===== src/rtl/mem_bus_arbiter_if.sv =====
// rtl/mem_bus_arbiter_if.sv - CPU/video/memory bus bundle for mem_bus_arbiter
// slave is the arbiter's view; master is the requester/memory side.
interface mem_bus_arbiter_if;
  logic        a_req;
  logic        a_we;
  logic [31:0] a_addr;
  logic [31:0] a_wdata;
  logic        a_gnt;
  logic        a_rvalid;
  logic [31:0] a_rdata;
  logic        b_req;
  logic [31:0] b_addr;
  logic [3:0]  b_len;
  logic        b_gnt;
  logic        b_rvalid;
  logic [31:0] b_rdata;
  logic        b_done;
  logic        mem_en;
  logic        mem_we;
  logic [31:0] mem_addr;
  logic [31:0] mem_wdata;
  logic [31:0] mem_rdata;

  modport slave (
    input  a_req, a_we, a_addr, a_wdata, b_req, b_addr, b_len, mem_rdata,
    output a_gnt, a_rvalid, a_rdata, b_gnt, b_rvalid, b_rdata, b_done,
           mem_en, mem_we, mem_addr, mem_wdata
  );

  modport master (
    output a_req, a_we, a_addr, a_wdata, b_req, b_addr, b_len, mem_rdata,
    input  a_gnt, a_rvalid, a_rdata, b_gnt, b_rvalid, b_rdata, b_done,
           mem_en, mem_we, mem_addr, mem_wdata
  );
endinterface


===== src/rtl/mem_bus_arbiter.sv =====
// rtl/mem_bus_arbiter.sv - round-robin arbiter between CPU single accesses and video bursts
// Grants are combinational in the arbitration cycle; read data returns one cycle later.
module mem_bus_arbiter (
  input  logic              clk,
  input  logic              reset,
  mem_bus_arbiter_if.slave  bus
);
  typedef enum logic [1:0] {IDLE, ACC_A, BURST_B} state_t;

  state_t      state_q, state_d;
  logic        ptr_a_q, ptr_a_d;
  logic [3:0]  cnt_q, cnt_d;
  logic [31:0] addr_q, addr_d;
  logic        a_rvalid_q, a_rvalid_d;
  logic        b_rvalid_q, b_rvalid_d;
  logic        b_done_q, b_done_d;

  always_ff @(posedge clk or posedge reset) begin
    if (reset) begin
      state_q    <= IDLE;
      ptr_a_q    <= 1'b1;
      cnt_q      <= 4'd0;
      addr_q     <= 32'd0;
      a_rvalid_q <= 1'b0;
      b_rvalid_q <= 1'b0;
      b_done_q   <= 1'b0;
    end else begin
      state_q    <= state_d;
      ptr_a_q    <= ptr_a_d;
      cnt_q      <= cnt_d;
      addr_q     <= addr_d;
      a_rvalid_q <= a_rvalid_d;
      b_rvalid_q <= b_rvalid_d;
      b_done_q   <= b_done_d;
    end
  end

  always_comb begin
    state_d       = state_q;
    ptr_a_d       = ptr_a_q;
    cnt_d         = cnt_q;
    addr_d        = addr_q;
    a_rvalid_d    = 1'b0;
    b_rvalid_d    = 1'b0;
    b_done_d      = 1'b0;
    bus.a_gnt     = 1'b0;
    bus.b_gnt     = 1'b0;
    bus.mem_en    = 1'b0;
    bus.mem_we    = 1'b0;
    bus.mem_addr  = 32'd0;
    bus.mem_wdata = 32'd0;
    // Outputs stay quiet while reset is held, even with requests pending.
    if (!reset) begin
      case (state_q)
        BURST_B: begin
          bus.mem_en = 1'b1;
          bus.mem_addr = addr_q;
          addr_d     = addr_q + 32'd4;
          cnt_d      = cnt_q - 4'd1;
          b_rvalid_d = 1'b1;
          if (cnt_q == 4'd1) begin
            state_d  = IDLE;
            ptr_a_d  = 1'b1;
            b_done_d = 1'b1;
          end
        end
        default: begin
          // IDLE and the cycle after a CPU access both arbitrate.
          state_d = IDLE;
          if (bus.a_req && (!bus.b_req || ptr_a_q)) begin
            bus.a_gnt     = 1'b1;
            bus.mem_en    = 1'b1;
            bus.mem_we    = bus.a_we;
            bus.mem_addr  = bus.a_addr;
            bus.mem_wdata = bus.a_wdata;
            a_rvalid_d    = !bus.a_we;
            ptr_a_d       = 1'b0;
            state_d       = ACC_A;
          end else if (bus.b_req) begin
            bus.b_gnt    = 1'b1;
            bus.mem_en   = 1'b1;
            bus.mem_addr = bus.b_addr;
            addr_d       = bus.b_addr + 32'd4;
            cnt_d        = bus.b_len;
            b_rvalid_d   = 1'b1;
            if (bus.b_len == 4'd0) begin
              b_done_d = 1'b1;
              ptr_a_d  = 1'b1;
            end else begin
              state_d = BURST_B;
            end
          end
        end
      endcase
    end
  end

  assign bus.a_rvalid = a_rvalid_q;
  assign bus.a_rdata  = a_rvalid_q ? bus.mem_rdata : 32'd0;
  assign bus.b_rvalid = b_rvalid_q;
  assign bus.b_rdata  = b_rvalid_q ? bus.mem_rdata : 32'd0;
  assign bus.b_done   = b_done_q;
endmodule


===== src/flat_wrapper.sv =====
// flat-port wrapper written by rule: the top's interface ports become plain ports
module mem_bus_arbiter_flat 
  (clk, reset, bus_a_req, bus_a_we, bus_a_addr, bus_a_wdata, bus_b_req, bus_b_addr, bus_b_len, bus_mem_rdata, bus_a_gnt, bus_a_rvalid, bus_a_rdata, bus_b_gnt, bus_b_rvalid, bus_b_rdata, bus_b_done, bus_mem_en, bus_mem_we, bus_mem_addr, bus_mem_wdata);
  mem_bus_arbiter_if bus_i ();
  input  logic clk;
  input  logic reset;
  input wire logic [$bits(bus_i.a_req)-1:0] bus_a_req;
  input wire logic [$bits(bus_i.a_we)-1:0] bus_a_we;
  input wire logic [$bits(bus_i.a_addr)-1:0] bus_a_addr;
  input wire logic [$bits(bus_i.a_wdata)-1:0] bus_a_wdata;
  input wire logic [$bits(bus_i.b_req)-1:0] bus_b_req;
  input wire logic [$bits(bus_i.b_addr)-1:0] bus_b_addr;
  input wire logic [$bits(bus_i.b_len)-1:0] bus_b_len;
  input wire logic [$bits(bus_i.mem_rdata)-1:0] bus_mem_rdata;
  output wire logic [$bits(bus_i.a_gnt)-1:0] bus_a_gnt;
  output wire logic [$bits(bus_i.a_rvalid)-1:0] bus_a_rvalid;
  output wire logic [$bits(bus_i.a_rdata)-1:0] bus_a_rdata;
  output wire logic [$bits(bus_i.b_gnt)-1:0] bus_b_gnt;
  output wire logic [$bits(bus_i.b_rvalid)-1:0] bus_b_rvalid;
  output wire logic [$bits(bus_i.b_rdata)-1:0] bus_b_rdata;
  output wire logic [$bits(bus_i.b_done)-1:0] bus_b_done;
  output wire logic [$bits(bus_i.mem_en)-1:0] bus_mem_en;
  output wire logic [$bits(bus_i.mem_we)-1:0] bus_mem_we;
  output wire logic [$bits(bus_i.mem_addr)-1:0] bus_mem_addr;
  output wire logic [$bits(bus_i.mem_wdata)-1:0] bus_mem_wdata;
  assign bus_i.a_req = bus_a_req;
  assign bus_i.a_we = bus_a_we;
  assign bus_i.a_addr = bus_a_addr;
  assign bus_i.a_wdata = bus_a_wdata;
  assign bus_i.b_req = bus_b_req;
  assign bus_i.b_addr = bus_b_addr;
  assign bus_i.b_len = bus_b_len;
  assign bus_i.mem_rdata = bus_mem_rdata;
  assign bus_a_gnt = bus_i.a_gnt;
  assign bus_a_rvalid = bus_i.a_rvalid;
  assign bus_a_rdata = bus_i.a_rdata;
  assign bus_b_gnt = bus_i.b_gnt;
  assign bus_b_rvalid = bus_i.b_rvalid;
  assign bus_b_rdata = bus_i.b_rdata;
  assign bus_b_done = bus_i.b_done;
  assign bus_mem_en = bus_i.mem_en;
  assign bus_mem_we = bus_i.mem_we;
  assign bus_mem_addr = bus_i.mem_addr;
  assign bus_mem_wdata = bus_i.mem_wdata;
  mem_bus_arbiter u_core (.clk(clk), .reset(reset), .bus(bus_i));
endmodule

===== config.mk =====
export PLATFORM = sky130hd
export DESIGN_NAME = mem_bus_arbiter_flat
export DESIGN_NICKNAME = d
export VERILOG_FILES = /design/src/rtl/mem_bus_arbiter_if.sv /design/src/rtl/mem_bus_arbiter.sv /design/src/flat_wrapper.sv
export SDC_FILE = /design/constraint.sdc
export NUM_CORES = 1
export LEC_CHECK = 0
export BUFFER_PORTS_ARGS = -buffer_cell sky130_fd_sc_hd__buf_2
export CAP_MARGIN = 0
export CORE_MARGIN = 5
export CORE_UTILIZATION = 30
export CTS_CLUSTER_SIZE = 16
export DETAILED_ROUTE_END_ITERATION = 8
export PLACE_DENSITY = 0.68
export SETUP_SLACK_MARGIN = 0.05
export SYNTH_ARGS = -nofsm -noshare
export SYNTH_HDL_FRONTEND = slang
export SYNTH_SLANG_ARGS = --single-unit

===== constraint.sdc =====
create_clock -name clk -period 3.6 [get_ports clk]
set_input_delay 0.36 -clock clk [delete_from_list [all_inputs] [get_ports clk]]
set_output_delay 0.36 -clock clk [all_outputs]
set_load 0.01 [all_outputs]

==> flow_summary_export.csv, run 1 <==
group,metric,value,unit
timing,hold_violations,0,
pwr,cellPowerDensity,539,nW/um^2
setup_path,worstSetupPathType,"reg2out",
floorplan,dieWidth,133,um
global_routing,grt_remaining_overflow,0,
routing,ant_nets,0,
logic_synthesis,ys_seq_area_share,23.4,%
routing,drc,0,
routing,drtIter0Drc,531,
setup_path,crit_path_start_kind,"flip-flop",
timing,maxSlewViolCount,0,
setup_path,critical_path_arrival,2.79,ns
logic_synthesis,ys_warn_count,0,
logic_synthesis,synth_top_area_share,22.8,%
cells_and_area,area_growth,37.6,%
clock_network,numCtsBuffers,5,
floorplan,core-area,14600,sq um
timing,timing.final.crit_share,87.4,%
worst_hold_path,min_path_type,"in2async",
floorplan,start_util,30.8,%
logic_synthesis,synth_top_cells_by_area,"dfrtp_1 (23%), and2_1 (15%), nand2_1 (7.3%)",
cells_and_area,final_area,6200,sq um
timing,finalSetupTns,0,ns
timing,rsz0062_at_grt,"no",
routing,viasPerCell,5.26,
logic_synthesis,synth-edff-count,0,
logic_synthesis,synth_top_area_cell,"dfrtp_1",
cells_and_area,layout_common_cells,"buf_2 (271), and2_1 (106), nand2_1 (87)",
logic_synthesis,synthArstFlopShare,100,%
clock_network,cts_sinks,42,
cells_and_area,final.fill_count,1505,
place,globalplace.congestion,0.903,
timing,relSlewSlack,49.2,%
timing,fin_worst_skew,0.00664,ns
pwr,leakagePower,3.18,nW
global_routing,grt_pass1_wl,28800,um
setup_path,critPathLaunch,"u_core.state_q[1]$_DFFE_PP0P_",
cells_and_area,fin_nets,1033,
pwr,ir_drop,288,uV
logic_synthesis,yosysUniqueCellTypes,60,
floorplan,pin_count,272,
setup_path,r2r_cells,9,
setup_path,reg2reg_from,"u_core.state_q[0]$_DFFE_PP0P_",
clock_network,clk-insertion-delay-late,0.29,ns
floorplan,die_h,133,um
routing,drtPass1Iterations,5,
logic_synthesis,synth_area,4500,sq um
logic_synthesis,syn_area_per_cell,6.94,sq um
cells_and_area,drive_above_1_share,34.5,%
clock_network,clockRootBuffer,"clkbuf_16",
setup_path,r2r_slack,0.53,ns
place,hpwl,14500,um
logic_synthesis,ys_seq_elements,42,
place,placed_area,6030,sq um
clock_network,htree_num_levels,2,
floorplan,fp.dieArea,17600,sq um
global_routing,grt_pass1_vias,5097,
status,status,"finished, final reports clean",
logic_synthesis,synth_fp_nets,789,
timing,worstMarginPinSlew,0.762,ns
timing,setup-violations-final,0,
logic_synthesis,synthCells,649,
logic_synthesis,synth_ff_type,"dfrtp_1",
setup_path,required,3.24,ns
run,maxCapViolations,0,
floorplan,placementRows,44,
clock_network,cts_tree,"built",
setup_path,critPathCaptureType,"output pin",
setup_path,critPathCapture,"bus_mem_addr[25]",
routing,wl_per_cell,17.3,um
global_routing,grt_antenna_before_repair,1,
timing,period_needed,3.15,ns
place,io_buffers,271,
setup_path,crit_fanout,48,
global_routing,grt_max_degree,55,
timing,fmax,318,MHz
cells_and_area,diodes,0,
routing,vias,5667,
cells_and_area,final_common_cell,"buf_2",
clock_network,cts_hold_buf,0,
clock_network,cts_setup_buffers,0,
global_routing,grt_usage,20.0,%
setup_path,r2r-end,"u_core.addr_q[22]$_DFFE_PP0P_",
clock_network,ctsResizeCount,0,
routing,totalWireLength,18700,um
clock_network,clockBufferDepth,2,
clock_network,cts.clk_slew.worst_paths,0.06,ns
## how the worst min path moves through the flow
stage / end / start / cells past startpoint / slack (ns)
final: u_core.addr_q[0]$_DFFE_PP0P_ / reset / 2 / 0.007
after global placement: u_core.addr_q[1]$_DFFE_PP0P_ / reset / 2 / 0.32
after detailed placement: u_core.addr_q[0]$_DFFE_PP0P_ / reset / 2 / 0.33
after floorplan: u_core.bus.a_rvalid$_DFF_PP0_ / bus_a_we / 1 / 0.43
after global routing: u_core.addr_q[27]$_DFFE_PP0P_ / reset / 2 / 0.03
after CTS: u_core.addr_q[30]$_DFFE_PP0P_ / reset / 2 / 0.01
## synth_stat cells (all sizes together) (3+ instances only)
| master | instances |
|---|---|
| and2 | 106 |
| nand2 | 87 |
| nor2 | 66 |
| o21ai | 63 |
| a21oi | 42 |
| dfrtp | 41 |
| clkbuf | 35 |
| mux2i | 25 |
| and3 | 19 |
| nor3 | 17 |
| nand3 | 16 |
| a211oi | 15 |
| buf | 11 |
| inv | 9 |
| a31oi | 8 |
| mux2 | 6 |
| nand4 | 6 |
| a22oi | 5 |
| a21boi | 4 |
| a2bb2oi | 4 |
| nand2b | 4 |
| nor3b | 4 |
| o22ai | 4 |
| or4 | 4 |
| a2111oi | 3 |
| a221oi | 3 |
| ha | 3 |
| o211ai | 3 |
| o2bb2ai | 3 |
| o31ai | 3 |
| or3 | 3 |
| xnor2 | 3 |
## through the flow
stage / utilization, % / hold slack (ns) / worst slack [ns] / instances / power [mW]
after floorplan: - / 0.426 / 0.269 / 649 / 2.16
after global placement: 41.2 / 0.320 / 0.674 / 1070 / 2.80
after detailed placement: 41.2 / 0.326 / 0.550 / 1070 / 2.81
after CTS: 42.3 / 0.0108 / 0.471 / 1078 / 3.35
after global routing: 42.3 / 0.0295 / 0.241 / 1078 / 3.62
final: 42.3 / 0.00652 / 0.454 / 1078 / 3.34
## worst max-delay path: stages (launching register included)
cell and delay (ns):
dfrtp_1 0.44, nor2b_4 0.21, buf_4 0.33, buf_4 0.49, o21ai_2 0.12, clkinv_1 0.07, buf_4 0.36, o21ai_0 0.15
a21oi_1 0.16, buf_2 0.14
## layout make-up
type / instances / area, sq um / area share, %
inverters: 10 / 37.5 / 0.606
flip-flops and latches: 42 / 1050 / 17.0
repair buffers: 283 / 1470 / 23.7
multi-input cells: 551 / 3240 / 52.3
clock buffers: 6 / 129 / 2.08
well taps: 184 / 230 / 3.71
clock inverters: 2 / 37.5 / 0.606
## per-layer routing
layer | global-route usage (%) | part of all wire (%) | vias up
li1 | - | - | 2784
met1 | 26.4 | 42 | 2594
met2 | 34.2 | 48 | 263
met3 | 3.72 | 8.0 | 24
met4 | 4.56 | 1.9 | 2
met5 | 0 | 0.038 | -
## where the power goes
| group | leakage, nW | switching, mW | internal (mW) |
|---|---|---|---|
| sequential | 0.498 | 0.278 | 0.690 |
| combinational | 2.60 | 1.09 | 0.761 |
| clock | 0.0771 | 0.198 | 0.328 |
## kinds of logic after synthesis
| family | synth area share [%] |
|---|---|
| AO/OA/AOI/OAI | 23.4 |
| XOR/XNOR | 0.778 |
| adder cells (fa/ha/maj) | 0.833 |
| buffers and inverters | 4.97 |
| flip-flops | 23.4 |
| multiplexers | 7.69 |
| AND/OR/NAND/NOR | 38.9 |
## flip-flops by register name, indices dropped and copies added (netlist names)
name,flops
u_core.cnt_q,4
u_core.bus.b_rvalid,1
u_core.bus.a_rvalid,1
u_core.state_q,2
u_core.addr_q,32
u_core.bus.b_done,1
u_core.ptr_a_q,1
(Power assumes the default switching activity.)
==> inputs of run 2 (changes only) <==
==> constraint.sdc (replaced) <==
create_clock -name clk -period 3.72 [get_ports clk]
set_input_delay 0.372 -clock clk [delete_from_list [all_inputs] [get_ports clk]]
set_output_delay 0.372 -clock clk [all_outputs]
set_load 0.01 [all_outputs]
==> run 2 against run 1 <==
Compared with the run above: critical path depth did not move; highest routed layer is now met4; critical path type is now reg2reg; hold slack improved by 0.012 ns; setup slack improved by 0.045 ns; wire length up 1.1%; die area is the same; final area is 0.46% lower; core utilization down 0.20 points; sequential share of layout area is 0.079 points higher; largest cell class unchanged; register-to-register slack got worse by 0.03 ns; sequential power shrank 3.2%; non-clock buffer count rose by 2; first-iteration DRC count is 8.7% lower.
==> flow_summary_export.csv, run 2 (synthesized netlist as in run 1, its figures left out) <==
group,metric,value,unit
status,status,"finished, final reports clean",
cells_and_area,drive_above_1_share,34.6,%
floorplan,start_util,30.8,%
timing,hold_violations,0,
cells_and_area,diodes,0,
place,hpwl,14800,um
clock_network,clk-insertion-delay-late,0.29,ns
setup_path,crit_chain,"nand2b_4 > nand2_1 > nand2_1 > ha_1 > o2111ai_1 > nor3b_2 > nand3_1 > a2111oi_0 > nor3_1",
timing,holdWs,0.0189,ns
cells_and_area,area_growth,37.0,%
timing,period_needed,3.22,ns
setup_path,max_stage_delay,0.60,ns
routing,wl_per_cell,17.5,um
cells_and_area,top_regs,"u_core.addr_q x32, u_core.cnt_q x4, u_core.state_q x2",
timing,fin_worst_skew,0.00588,ns
timing,worstMarginPinSlew,0.836,ns
setup_path,cp_slowest_cell,"nor3b_2",
setup_path,critical_path_arrival,3.38,ns
clock_network,cts_tree,"built",
routing,vias,5713,
setup_path,crit_fanout,46,
cells_and_area,instances_no_fill,1080,
cells_and_area,fin_nets,1035,
global_routing,grt_remaining_overflow,0,
global_routing,grt_util_met3,4.10,%
floorplan,die_h,133,um
setup_path,required,3.87,ns
clock_network,cts_hold_buf,0,
cells_and_area,layout_common_cells,"buf_2 (271), and2_1 (106), nand2_1 (87)",
setup_path,critPathCaptureType,"flip-flop",
timing,timing.final.crit_share,86.6,%
global_routing,grt_max_degree,57,
setup_path,cp.buffers_inverters,0,
timing,rsz0062_at_grt,"no",
clock_network,cts_setup_buffers,0,
pwr,power.total,3.19,mW
clock_network,ctsResizeCount,0,
run,maxCapViolations,0,
floorplan,pin_count,272,
floorplan,core-area,14600,sq um
global_routing,grt_pass1_wl,29000,um
routing,drtIter0Drc,485,
global_routing,grt.busiest_layer,"met2",
routing,viasPerCell,5.29,
cells_and_area,final_common_cell,"buf_2",
global_routing,grt_util_met1,26.0,%
clock_network,cts.clk_slew.worst_paths,0.07,ns
clock_network,clockBufferDepth,2,
setup_path,critical_path.top_delay_family,"simple AND/OR/NAND/NOR gates",
timing,setup-violations-final,0,
cells_and_area,largest_reg_flops,32,
timing,fmax,311,MHz
place,globalplace.congestion,0.881,
cells_and_area,multi_input_area,3240,sq um
floorplan,fp.dieArea,17600,sq um
floorplan,placementRows,44,
place,dp.cells,1072,
cells_and_area,regArea,1050,sq um
timing,worst_slack,0.499,ns
global_routing,grt_antenna_before_repair,0,
timing,maxSlewViolCount,0,
clock_network,htree_num_levels,2,
clock_network,clockRootBuffer,"clkbuf_16",
timing,finalSetupTns,0,ns
floorplan,dieWidth,133,um
cells_and_area,largest-register,"u_core.addr_q",
worst_hold_path,min_path_type,"in2async",
cells_and_area,final.fill_count,1526,
global_routing,grt_usage,20.1,%
global_routing,use_met2,35.1,%
place,io_buffers,271,
routing,totalWireLength,18900,um
pwr,cellPowerDensity,518,nW/um^2
pwr,leakagePower,3.17,nW
clock_network,numCtsBuffers,5,
routing,drtPass1Iterations,5,
place,dpl_worst_slack,0.600,ns
routing,drc,0,
setup_path,crit_path_start_kind,"flip-flop",
pwr,ir_drop,325,uV
clock_network,cts_sinks,42,
setup_path,path_common_cell,"nand2_1",
routing,ant_nets,0,
setup_path,worstSetupPathType,"reg2reg",
timing,relSlewSlack,43.9,%
global_routing,grt_pass1_vias,5198,
-- run 2: cell types whose count changed in the layout (fill, tap and decap cells not counted), sizes merged --
| cell | delta |
|---|---|
| buf | +2 |
| bufinv | -1 |
| clkbuf | +1 |
| clkinv | +1 |
| clkinvlp | -1 |
-- run 2: worst paths after layout --
path,from,endpoint,slack [ns],depth (start not counted)
max reg2reg,u_core.state_q[0]$_DFFE_PP0P_,u_core.addr_q[26]$_DFFE_PP0P_,0.50,9
max in group asynchronous,reset,u_core.addr_q[10]$_DFFE_PP0P_,3.10,3
min reg2reg,u_core.addr_q[1]$_DFFE_PP0P_,u_core.addr_q[1]$_DFFE_PP0P_,0.51,1
min in group clk,bus_a_we,u_core.bus.a_rvalid$_DFF_PP0_,0.24,2
min,reset,u_core.addr_q[0]$_DFFE_PP0P_,0.02,2
max,u_core.state_q[0]$_DFFE_PP0P_,u_core.addr_q[26]$_DFFE_PP0P_,0.50,9
-- run 2: layer usage --
metal	routed length (um)	vias up
met4	188	0
met3	1560	12
met2	9280	264
li1	-	2779
met5	0	-
met1	7830	2658
-- run 2: report_power, final --
part           switching [mW]  internal (mW)  total [mW]
Sequential              0.270          0.668       0.938
Combinational            1.06          0.732        1.80
Clock                   0.193          0.267       0.460
-- run 2: worst reg2reg max path, cell delays in order, from the launching register on --
cell and delay, ns:
dfrtp_1 0.44, nand2b_4 0.53, nand2_1 0.13, nand2_1 0.11
ha_1 0.27, o2111ai_1 0.30, nor3b_2 0.60, nand3_1 0.22
a2111oi_0 0.37, nor3_1 0.12
-- run 2: per-stage QoR --
step	utilization [%]	area [sq um]
6_report	42.1	6170
5_1_grt	42.1	6170
4_1_cts	42.1	6170
3_5_place_dp	41.1	6020
3_3_place_gp	41.1	6020
2_1_floorplan	-	4500
-- run 2: final cells by class --
cell class | instances | area share, %
Multi-Input combinational cell | 551 | 52.5
Timing Repair Buffer | 285 | 23.7
Sequential cell | 42 | 17.1
Tap cell | 184 | 3.73
Clock buffer | 7 | 2.31
Inverter | 10 | 0.608
Clock inverter | 1 | 0.0811
==> inputs of run 3 (changes only) <==
==> constraint.sdc (replaced) <==
create_clock -name clk -period 3.72 [get_ports clk]
set_input_delay 1.116 -clock clk [delete_from_list [all_inputs] [get_ports clk]]
set_output_delay 1.116 -clock clk [all_outputs]
set_load 0.01 [all_outputs]
==> run 3 against run 2 <==
Compared with the run above: clock skew shrank 0.0010 ns; sequential cell count unchanged; final area is 3.8% higher; largest power group unchanged; fmax shrank 8.6%; highest routed layer is now met5; sequential share of layout area down 0.62 points; register-to-register slack improved by 0.10 ns; wire length is 5.3% lower; core utilization up 1.6 points; clock power increased by 2%.
==> flow_summary_export.csv, run 3 (synthesized netlist as in run 1, its figures left out) <==
group,metric,value,unit
status,status,"finished, final reports clean",
floorplan,core-area,14600,sq um
run,maxCapViolations,0,
cells_and_area,largest_reg_flops,32,
cells_and_area,layout_common_cells,"buf_2 (271), and2_1 (106), nand2_1 (69)",
setup_path,worstSetupPathType,"in2out",
cells_and_area,top_regs,"u_core.addr_q x32, u_core.cnt_q x4, u_core.state_q x2",
cells_and_area,multi_input_area,3370,sq um
timing,maxSlewViolCount,0,
routing,drtPass1Iterations,5,
place,hpwl,14000,um
timing,setup-violations-final,0,
timing,worstMarginPinSlew,0.742,ns
place,dpl_worst_slack,0.208,ns
floorplan,placementRows,44,
setup_path,required,2.60,ns
setup_path,r2r_slack,0.60,ns
pwr,power.total,3.27,mW
clock_network,clockBufferDepth,2,
floorplan,dieWidth,133,um
cells_and_area,final_common_cell,"buf_2",
clock_network,clk-insertion-delay-late,0.29,ns
global_routing,grt_pass1_vias,5259,
cells_and_area,final.fill_count,1522,
setup_path,critPathCaptureType,"output pin",
clock_network,htree_num_levels,2,
cells_and_area,regArea,1050,sq um
setup_path,crit_fanout,20,
pwr,cellPowerDensity,510,nW/um^2
timing,fmax,284,MHz
global_routing,grt_remaining_overflow,0,
global_routing,grt_usage,19.3,%
timing,worst_slack,0.197,ns
setup_path,critical_path_arrival,2.41,ns
routing,viasPerCell,5.19,
timing,fin_worst_skew,0.00486,ns
worst_hold_path,whs_path_depth,2,
global_routing,grt_max_degree,51,
pwr,ir_drop,261,uV
clock_network,cts.clk_slew.worst_paths,0.07,ns
clock_network,clockRootBuffer,"clkbuf_16",
clock_network,cts_sinks,42,
global_routing,grt_pass1_wl,28300,um
timing,rsz0062_at_grt,"no",
clock_network,numCtsBuffers,5,
floorplan,fp.dieArea,17600,sq um
cells_and_area,drive_above_1_share,39.1,%
routing,drc,0,
cells_and_area,fin_nets,1041,
routing,wl_per_cell,16.4,um
cells_and_area,largest-register,"u_core.addr_q",
floorplan,die_h,133,um
routing,ant_nets,0,
worst_hold_path,min_path_type,"reg2reg",
global_routing,grt_antenna_before_repair,2,
place,io_buffers,271,
pwr,leakagePower,3.27,nW
timing,relSlewSlack,50.5,%
routing,drtIter0Drc,490,
clock_network,ctsResizeCount,0,
timing,timing.final.crit_share,94.7,%
timing,period_needed,3.52,ns
floorplan,start_util,30.8,%
routing,vias,5644,
setup_path,crit_path_start_kind,"input pin",
setup_path,r2r_cells,8,
clock_network,cts_hold_buf,0,
clock_network,cts_tree,"built",
clock_network,cts_setup_buffers,0,
routing,totalWireLength,17900,um
place,globalplace.congestion,0.854,
cells_and_area,area_growth,42.2,%
floorplan,pin_count,272,
timing,hold_violations,0,
==> run 3: final cells by class <==
class | instances | share of cell area [%]
diodes | 1 | 0.0391
clock buffers | 8 | 2.29
inverters | 10 | 0.664
multi-input cells | 551 | 52.7
flip-flops and latches | 42 | 16.4
well taps | 184 | 3.60
repair buffers | 291 | 24.3
==> run 3: critical path, cell delays in order <==
cell and delay [ns]:
buf_2 0.11, a21boi_1 0.15, buf_12 0.17, o21ai_4 0.14, clkinv_2 0.23, nand2_4 0.22
inv_1 0.11, buf_2 0.15
==> run 3: per-layer routing <==
metal  up-vias  global-route usage, %  part of all wire, %
li1       2804                      -                    -
met1      2574                   26.1                   44
met2       251                   31.8                   47
met3        13                   4.06                  8.1
met4         2                   3.81                 0.98
met5         -                      0                0.073
==> run 3: final timing paths <==
kind | from | endpoint
worst max register to register | u_core.state_q[0]$_DFFE_PP0P_ | u_core.addr_q[21]$_DFFE_PP0P_
worst min-delay path | u_core.addr_q[3]$_DFFE_PP0P_ | u_core.addr_q[3]$_DFFE_PP0P_
min in group asynchronous | reset | u_core.addr_q[26]$_DFFE_PP0P_
worst min register to register | u_core.addr_q[3]$_DFFE_PP0P_ | u_core.addr_q[3]$_DFFE_PP0P_
worst max-delay path | bus_b_req | bus_b_gnt
max in group asynchronous | reset | u_core.ptr_a_q$_DFFE_PP1P_
==> run 3: power breakdown <==
| group | total, mW | internal [mW] | switching [mW] |
|---|---|---|---|
| logic | 1.87 | 0.787 | 1.08 |
| clock network | 0.467 | 0.269 | 0.198 |
| registers | 0.929 | 0.668 | 0.261 |
| total | 3.27 | 1.72 | 1.54 |
==> run 3: stage by stage <==
stage	area [sq um]	hold slack, ns	instances	utilization (%)	setup TNS (ns)
after floorplan	4750	0.467	649	-	-4.90
after CTS	6400	0.510	1086	43.7	0
final	6400	0.505	1087	43.7	0
after global placement	6250	0.487	1078	42.7	0
after global routing	6400	0.517	1087	43.7	0
after detailed placement	6250	0.494	1078	42.7	0
